--- src/rtl/coin_pulse_gen.sv ---
// Coin acceptor front end: synchronizes and debounces three coin sensors, then
// issues one clean, mutually exclusive N/D/Q pulse per accepted coin.
module coin_pulse_gen #(
    parameter int unsigned DEBOUNCE_CYCLES = 4,
    parameter int unsigned HOLDOFF_CYCLES  = 1
) (
    input  logic clk,
    input  logic rst_n,
    input  logic coin_n_raw,
    input  logic coin_d_raw,
    input  logic coin_q_raw,
    input  logic enable,
    output logic N,
    output logic D,
    output logic Q,
    output logic reject,
    output logic busy
);

    localparam int unsigned DBW = (DEBOUNCE_CYCLES > 1) ? $clog2(DEBOUNCE_CYCLES) : 1;
    localparam int unsigned HW  = (HOLDOFF_CYCLES > 0) ? $clog2(HOLDOFF_CYCLES + 1) : 1;
    localparam logic [DBW-1:0] DB_LAST   = DBW'(DEBOUNCE_CYCLES - 1);
    localparam logic [HW-1:0]  HOLD_INIT = HW'(HOLDOFF_CYCLES);

    typedef enum logic {
        ST_IDLE,
        ST_HOLD
    } state_e;

    // Bit 0 nickel, bit 1 dime, bit 2 quarter throughout.
    logic [2:0]          raw;
    logic [2:0]          sync1_q;
    logic [2:0]          sync2_q;
    logic [2:0]          stable_q;
    logic [2:0]          stable_d;
    logic [2:0]          stable_dly_q;
    logic [2:0][DBW-1:0] db_cnt_q;
    logic [2:0][DBW-1:0] db_cnt_d;
    logic [2:0]          ev;
    logic                ev_any;
    logic                ev_single;
    state_e              state_q;
    state_e              state_d;
    logic [HW-1:0]       hold_q;
    logic [HW-1:0]       hold_d;
    logic [2:0]          pulse_q;
    logic [2:0]          pulse_d;
    logic                reject_q;
    logic                reject_d;

    assign raw = {coin_q_raw, coin_d_raw, coin_n_raw};

    always_ff @(posedge clk or negedge rst_n) begin
        if (!rst_n) begin
            sync1_q      <= '0;
            sync2_q      <= '0;
            stable_q     <= '0;
            stable_dly_q <= '0;
            db_cnt_q     <= '0;
        end else begin
            sync1_q      <= raw;
            sync2_q      <= sync1_q;
            stable_q     <= stable_d;
            stable_dly_q <= stable_q;
            db_cnt_q     <= db_cnt_d;
        end
    end

    // The level flips on the DEBOUNCE_CYCLES-th consecutive differing sample.
    always_comb begin
        stable_d = stable_q;
        db_cnt_d = '0;
        for (int unsigned i = 0; i < 3; i++) begin
            if (sync2_q[i] != stable_q[i]) begin
                if (db_cnt_q[i] == DB_LAST) begin
                    stable_d[i] = sync2_q[i];
                end else begin
                    db_cnt_d[i] = db_cnt_q[i] + DBW'(1);
                end
            end
        end
    end

    assign ev        = stable_q & ~stable_dly_q;
    assign ev_any    = |ev;
    assign ev_single = $onehot(ev);

    always_ff @(posedge clk or negedge rst_n) begin
        if (!rst_n) begin
            state_q  <= ST_IDLE;
            hold_q   <= '0;
            pulse_q  <= '0;
            reject_q <= 1'b0;
        end else begin
            state_q  <= state_d;
            hold_q   <= hold_d;
            pulse_q  <= pulse_d;
            reject_q <= reject_d;
        end
    end

    always_comb begin
        state_d = state_q;
        hold_d  = hold_q;
        case (state_q)
            ST_IDLE: begin
                if (enable && ev_single && (HOLDOFF_CYCLES != 0)) begin
                    state_d = ST_HOLD;
                    hold_d  = HOLD_INIT;
                end
            end
            ST_HOLD: begin
                hold_d = hold_q - HW'(1);
                if (hold_q == HW'(1)) begin
                    state_d = ST_IDLE;
                end
            end
            default: begin
                state_d = ST_IDLE;
                hold_d  = '0;
            end
        endcase
    end

    always_comb begin
        pulse_d  = '0;
        reject_d = 1'b0;
        case (state_q)
            ST_IDLE: begin
                if (enable && ev_single) begin
                    pulse_d = ev;
                end else if (ev_any) begin
                    reject_d = 1'b1;
                end
            end
            ST_HOLD: reject_d = ev_any;
            default: reject_d = 1'b0;
        endcase
    end

    assign N      = pulse_q[0];
    assign D      = pulse_q[1];
    assign Q      = pulse_q[2];
    assign reject = reject_q;
    assign busy   = (state_q == ST_HOLD);

endmodule

--- config.mk ---
export PLATFORM = sky130hd
export DESIGN_NAME = coin_pulse_gen
export DESIGN_NICKNAME = d
export VERILOG_FILES = /design/src/rtl/coin_pulse_gen.sv
export SDC_FILE = /design/constraint.sdc
export NUM_CORES = 1
export LEC_CHECK = 0
export ABC_AREA = 1
export BUFFER_PORTS_ARGS = -buffer_cell sky130_fd_sc_hd__buf_4
export CORE_UTILIZATION = 45
export DETAILED_ROUTE_END_ITERATION = 7
export GPL_ROUTABILITY_DRIVEN = 0
export PLACE_DENSITY = 0.68
export SLEW_MARGIN = 20
export SYNTH_ARGS = -nofsm -noshare
export SYNTH_HDL_FRONTEND = slang
export SYNTH_SLANG_ARGS = --single-unit
--- constraint.sdc ---
create_clock -name clk -period 2.1 [get_ports clk]
set_clock_uncertainty 0.2 [all_clocks]
set_input_delay 0.105 -clock clk [delete_from_list [all_inputs] [get_ports clk]]
set_output_delay 0.105 -clock clk [all_outputs]
set_load 0.05 [all_outputs]
# ---- Yosys cells after proc, flatten, opt, wreduce, memory -nomap -nowiden
# Cells that the tools add are included.
dict set report op_classes {
  bitwise 3
  eq_ne 8
  n_reduce_logical 5
  n_mux 16
  n_addsub 6
}
# op count
set ops {}
lappend ops {{2-bit 2-to-1 mux} 6}
lappend ops {{2-bit by 1-bit adder with 2-bit output, second input constant} 3}
lappend ops {{2-bit equality test, second input constant} 3}
lappend ops {{3-bit 2-to-1 mux} 2}
lappend ops {{1-bit case mux with 2 select lines} 3}
lappend ops {{2-bit AND reduction} 3}
lappend ops {{1-bit 2-to-1 mux} 5}
lappend ops {{3-bit bitwise AND} 1}
lappend ops {{1-bit inequality test} 3}
lappend ops {{3-bit NOT} 1}
lappend ops {{3-bit OR reduction} 1}
lappend ops {{1-bit by 1-bit adder with 2-bit output} 1}
lappend ops {{2-bit by 1-bit adder with 2-bit output} 1}
lappend ops {{2-bit by 1-bit equality test with 1-bit output, second input constant} 1}
lappend ops {{2-bit inequality test, second input constant} 1}
lappend ops {{1-bit logical AND} 1}
lappend ops {{1-bit NOT} 1}
lappend ops {{1-bit subtractor, second input constant} 1}
dict set report word_totals {
  word_cells 51
  ff_bits 24
  out_inout_bits 5
  input_bits 6
}

# ---- Longest topological paths before layout
dict set report depth {
  word_depth 8
  mapped_depth 10
  mapped_depth_nobuf 10
}

# ---- Least setup slack after synthesis
# No wires, ideal clock.
dict set report synth_path {
  path_type {flip-flop to flip-flop}
  from {reg stable_dly_q[2]}
  to {reg reject_q, in the netlist reject}
  arrival_time_ps 1266
  setup_ps 113
  n_path_buf 0
  required_time_ps 1787
  path_slack_ps 521
  path_stages_with_launch 10
  path_cell_list {dfrtp_1 > inv_1 > nand2_1 > xnor2_1 > ha_1 > nand2_1 > nor2_2 > nand2_4 > nand2_1 > inv_1}
}
dict set report synth_between {
  elab_chain_len 7
  word_cells_on_any_way 9
  classes_between {add/sub: 1; eq/ne: 1; mux: 3; bitwise: 2; reduce/logical: 2}
}
# item line
set synth_rtl {}
lappend synth_rtl {{from (decl)} 36} ;# logic [2:0] stable_dly_q;
lappend synth_rtl {{from (signal assigned)} 64} ;# stable_dly_q <= stable_q;
lappend synth_rtl {{3-bit NOT *} 84} ;# assign ev = stable_q & ~stable_dly_q;
lappend synth_rtl {{3-bit bitwise AND *} 84}
lappend synth_rtl {{2-bit by 1-bit adder with 2-bit output (implied by the code)} 86} ;# assign ev_single = $onehot(ev);
lappend synth_rtl {{2-bit by 1-bit equality test with 1-bit output} 86}
lappend synth_rtl {{1-bit logical AND} 130} ;# if (enable && ev_single) begin
lappend synth_rtl {{1-bit 2-to-1 mux} 130}
lappend synth_rtl {{1-bit case mux with 2 select lines *} 128} ;# case (state_q)
lappend synth_rtl {{net reject_d} 49} ;# logic reject_d;
lappend synth_rtl {{to (signal assigned)} 98} ;# reject_q <= reject_d;
lappend synth_rtl {{to (decl)} 48} ;# logic reject_q;
# Mark *: on every way through the listed nets, which the timed path passes. The rest lies on a longest branch.
# A chain may end at the register's enable or synchronous reset.

# ---- Worst setup path after layout
dict set report layout_path {
  from {reg stable_q[0]}
  to {reg reject_q, in the netlist reject}
}
dict set report layout_between {
  elab_chain_len 7
  word_cells_on_any_way 9
  classes_between {add/sub: 2; eq/ne: 1; mux: 3; bitwise: 1; reduce/logical: 2}
}
# item line
set layout_rtl {}
lappend layout_rtl {{from (decl)} 34} ;# logic [2:0] stable_q;
lappend layout_rtl {{from (signal assigned)} 63} ;# stable_q <= stable_d;
lappend layout_rtl {{3-bit bitwise AND *} 84}
lappend layout_rtl {{1-bit by 1-bit adder with 2-bit output (implied by the code)} 86}
lappend layout_rtl {{2-bit by 1-bit adder with 2-bit output (implied by the code)} 86}
lappend layout_rtl {{2-bit by 1-bit equality test with 1-bit output} 86}
lappend layout_rtl {{1-bit logical AND} 130}
lappend layout_rtl {{1-bit 2-to-1 mux} 130}
lappend layout_rtl {{1-bit case mux with 2 select lines *} 128}
lappend layout_rtl {{net reject_d} 49}
# Marked as above.

==> impl_metrics.json <==
{
  "dp.cells": 111,
  "fmax_mhz": 604,
  "finalHoldViolCount": 0,
  "worst_setup_path_start_kind": "flop",
  "coreArea_um2": 1800,
  "cts_tree": "yes",
  "port-buffer-count": 10,
  "synthCells": 76,
  "mappedNetlistArea_um2": 900,
  "start_util_pct": 49.9,
  "ys_types": 16,
  "antenna_found_initial": 0,
  "post-route-util_pct": 60.6,
  "r2r_cells": 9,
  "ys_seq_area_share_pct": 66.8,
  "final_cell_mix": "dfrtp_1, inv_1, nand2_1, buf_4, dlygate4sd3_1",
  "maxSlewHeadroom_pct": 80.8,
  "critPathMaxFanout": 4,
  "synth_top_area_share_pct": 66.8,
  "ioPinCount": 11,
  "post-dp-hpwl_um": 785,
  "critPathBufInv": 2,
  "crit_type": "flop to flop",
  "nFillCells": 155,
  "finalCriticalPeriod_ns": 1.66,
  "drive_above_1_share_pct": 23.2,
  "yosysTopAreaCell": "dfrtp_1",
  "htreeDepth": 1,
  "cts_made_buffers": 3,
  "endpoint_kind": "flop",
  "grt_pass1_vias": 473,
  "max_cap_violations": 0,
  "finalPower_mw": 1.46,
  "placed_area_um2": 1010,
  "yosys_warnings": 0,
  "status": "complete, no violations",
  "finalWirelength_um": 1060,
  "hold_slack_ns": 0.0280,
  "final_common_cell": "dfrtp_1",
  "firstDrtPassIters": 2,
  "place_ws_ns": 0.433,
  "final.setup.tns_ns": 0,
  "numClockSinks": 24,
  "syn_to_final_growth_pct": 21.4,
  "vdd.ir_drop.worst_v": 0.000675,
  "powerDensity_nw_per_um2": 1330,
  "grt_max_degree": 25,
  "cpPeakStageDelay_ns": 0.44,
  "grt_pass1_wl_um": 1830,
  "crit_arrival_ns": 1.67,
  "placementRows": 15,
  "worst_pin_slew_ns": 0.289,
  "synth_top_cells_by_area": "dfrtp_1, ha_1, inv_1, nand2_1, xnor2_1",
  "register_area_um2": 601,
  "multi_input_area_um2": 246,
  "min_period_over_period_pct": 78.8,
  "die_y_um": 46.7,
  "finalSetupViolCount": 0,
  "grt_usage_pct": 12.6,
  "critical_path.top_delay_family": "flip-flops",
  "power.leakage_nw": 0.570,
  "vias_per_cell": 4.41,
  "cts_buffer_depth": 2,
  "stdcell_count": 120,
  "crit_slowest_cell": "dfrtp_1",
  "num-nets-final": 106,
  "hold_class": "input pin to async pin",
  "critical_path_required_ns": 2.11,
  "overflow": 0,
  "vias": 529,
  "clk_latency_ns": 0.30,
  "root_buffer": "clkbuf_4",
  "antennaDiodeCount": 0,
  "rsz0062_at_grt": "false",
  "avgSynthCellArea_um2": 11.8,
  "post_drt_wl_per_cell_um": 8.80,
  "crit_chain": "inv_2 -> nor2_4 -> xnor2_1 -> ha_1 -> nand2_1 -> nor2_2 -> nand2_4 -> nand2_1 -> inv_1",
  "post_cts_buffers": 0,
  "setup_ws_ns": 0.444,
  "stdcell_area_um2": 1090,
  "dieWidth_um": 46.7,
  "drc": 0,
  "dieArea_um2": 2180,
  "synth-seq-cells": 24,
  "drt_iter0_markers": 1,
  "path_common_cell": "nand2_1",
  "worstSetupPathDepth": 9,
  "maxSlewViolCount": 0,
  "clk_pin_slew_ns": 0.12,
  "ant_nets": 0,
  "syn-num-nets": 86
}
==> power breakdown <==
| group | switching (mW) | total (mW) | internal [mW] |
|---|---|---|---|
| Sequential | 0.0870 | 0.693 | 0.606 |
| Clock | 0.120 | 0.226 | 0.106 |
| Combinational | 0.328 | 0.537 | 0.209 |
| Total | 0.535 | 1.46 | 0.921 |
==> what timing repair did <==
item / CTS / global route
endpoints found under the hold margin: 33 / 0
hold buffers: 5 / 0
gates resized for setup: 0 / 0
==> logic make-up after synthesis <==
group	after synthesis	synth area share, %
xor gates and xnor gates	4	3.89
and+or+nand+nor	27	15.6
muxes	1	1.25
AOI/OAI and AO/OA	2	1.11
adders and majority gates	4	5.56
buffers and inverters	14	5.84
DFF	24	66.8
==> Yosys cell counts <==
library cell,n
nand3_1,4
mux2_2,1
nor2_1,4
or2_1,1
nand2_2,1
nor2_2,1
inv_1,12
dfrtp_1,24
nand2_1,10
inv_2,2
ha_1,4
xnor2_1,4
o21ai_0,2
nand2_4,1
nor2_4,2
nor3_1,3
==> cell type report <==
type / instances / share of cell area [%]
flip-flops and latches: 24 / 55.0
multi-input cells: 38 / 22.6
repair buffers: 15 / 11.5
well taps: 25 / 2.86
clock buffers: 4 / 3.32
inverters: 14 / 4.81
==> registers in the layout, summed over array words and instances, names as in the netlist <==
register	cells
pulse_q	3
stable_dly_q	3
busy	1
sync2_q	3
sync1_q	3
reject	1
hold_q	1
db_cnt_q	6
stable_q	3
==> worst paths after layout <==
| path | startpoint | endpoint | slack [ns] |
|---|---|---|---|
| max | stable_q[0]$_DFFE_PN0P_ | reject$_DFF_PN0_ | 0.44 |
| min | rst_n | busy$_DFF_PN0_ | 0.03 |
| min reg2reg | sync1_q[2]$_DFF_PN0_ | sync2_q[2]$_DFF_PN0_ | 0.16 |
| max in group asynchronous | rst_n | stable_dly_q[0]$_DFF_PN0_ | 1.45 |
| max reg2reg | stable_q[0]$_DFFE_PN0P_ | reject$_DFF_PN0_ | 0.44 |
| min in group clk | sync1_q[2]$_DFF_PN0_ | sync2_q[2]$_DFF_PN0_ | 0.16 |
==> layer usage <==
| layer | track usage (%) | routed length [um] | up-vias |
|---|---|---|---|
| met2 | 18.1 | 534 | 11 |
| met5 | 0 | 0 | - |
| met3 | 2.35 | 36 | 2 |
| li1 | - | - | 269 |
| met4 | 8.57 | 12 | 0 |
| met1 | 17.2 | 473 | 247 |
No activity file was read; power rests on OpenSTA's default activity.
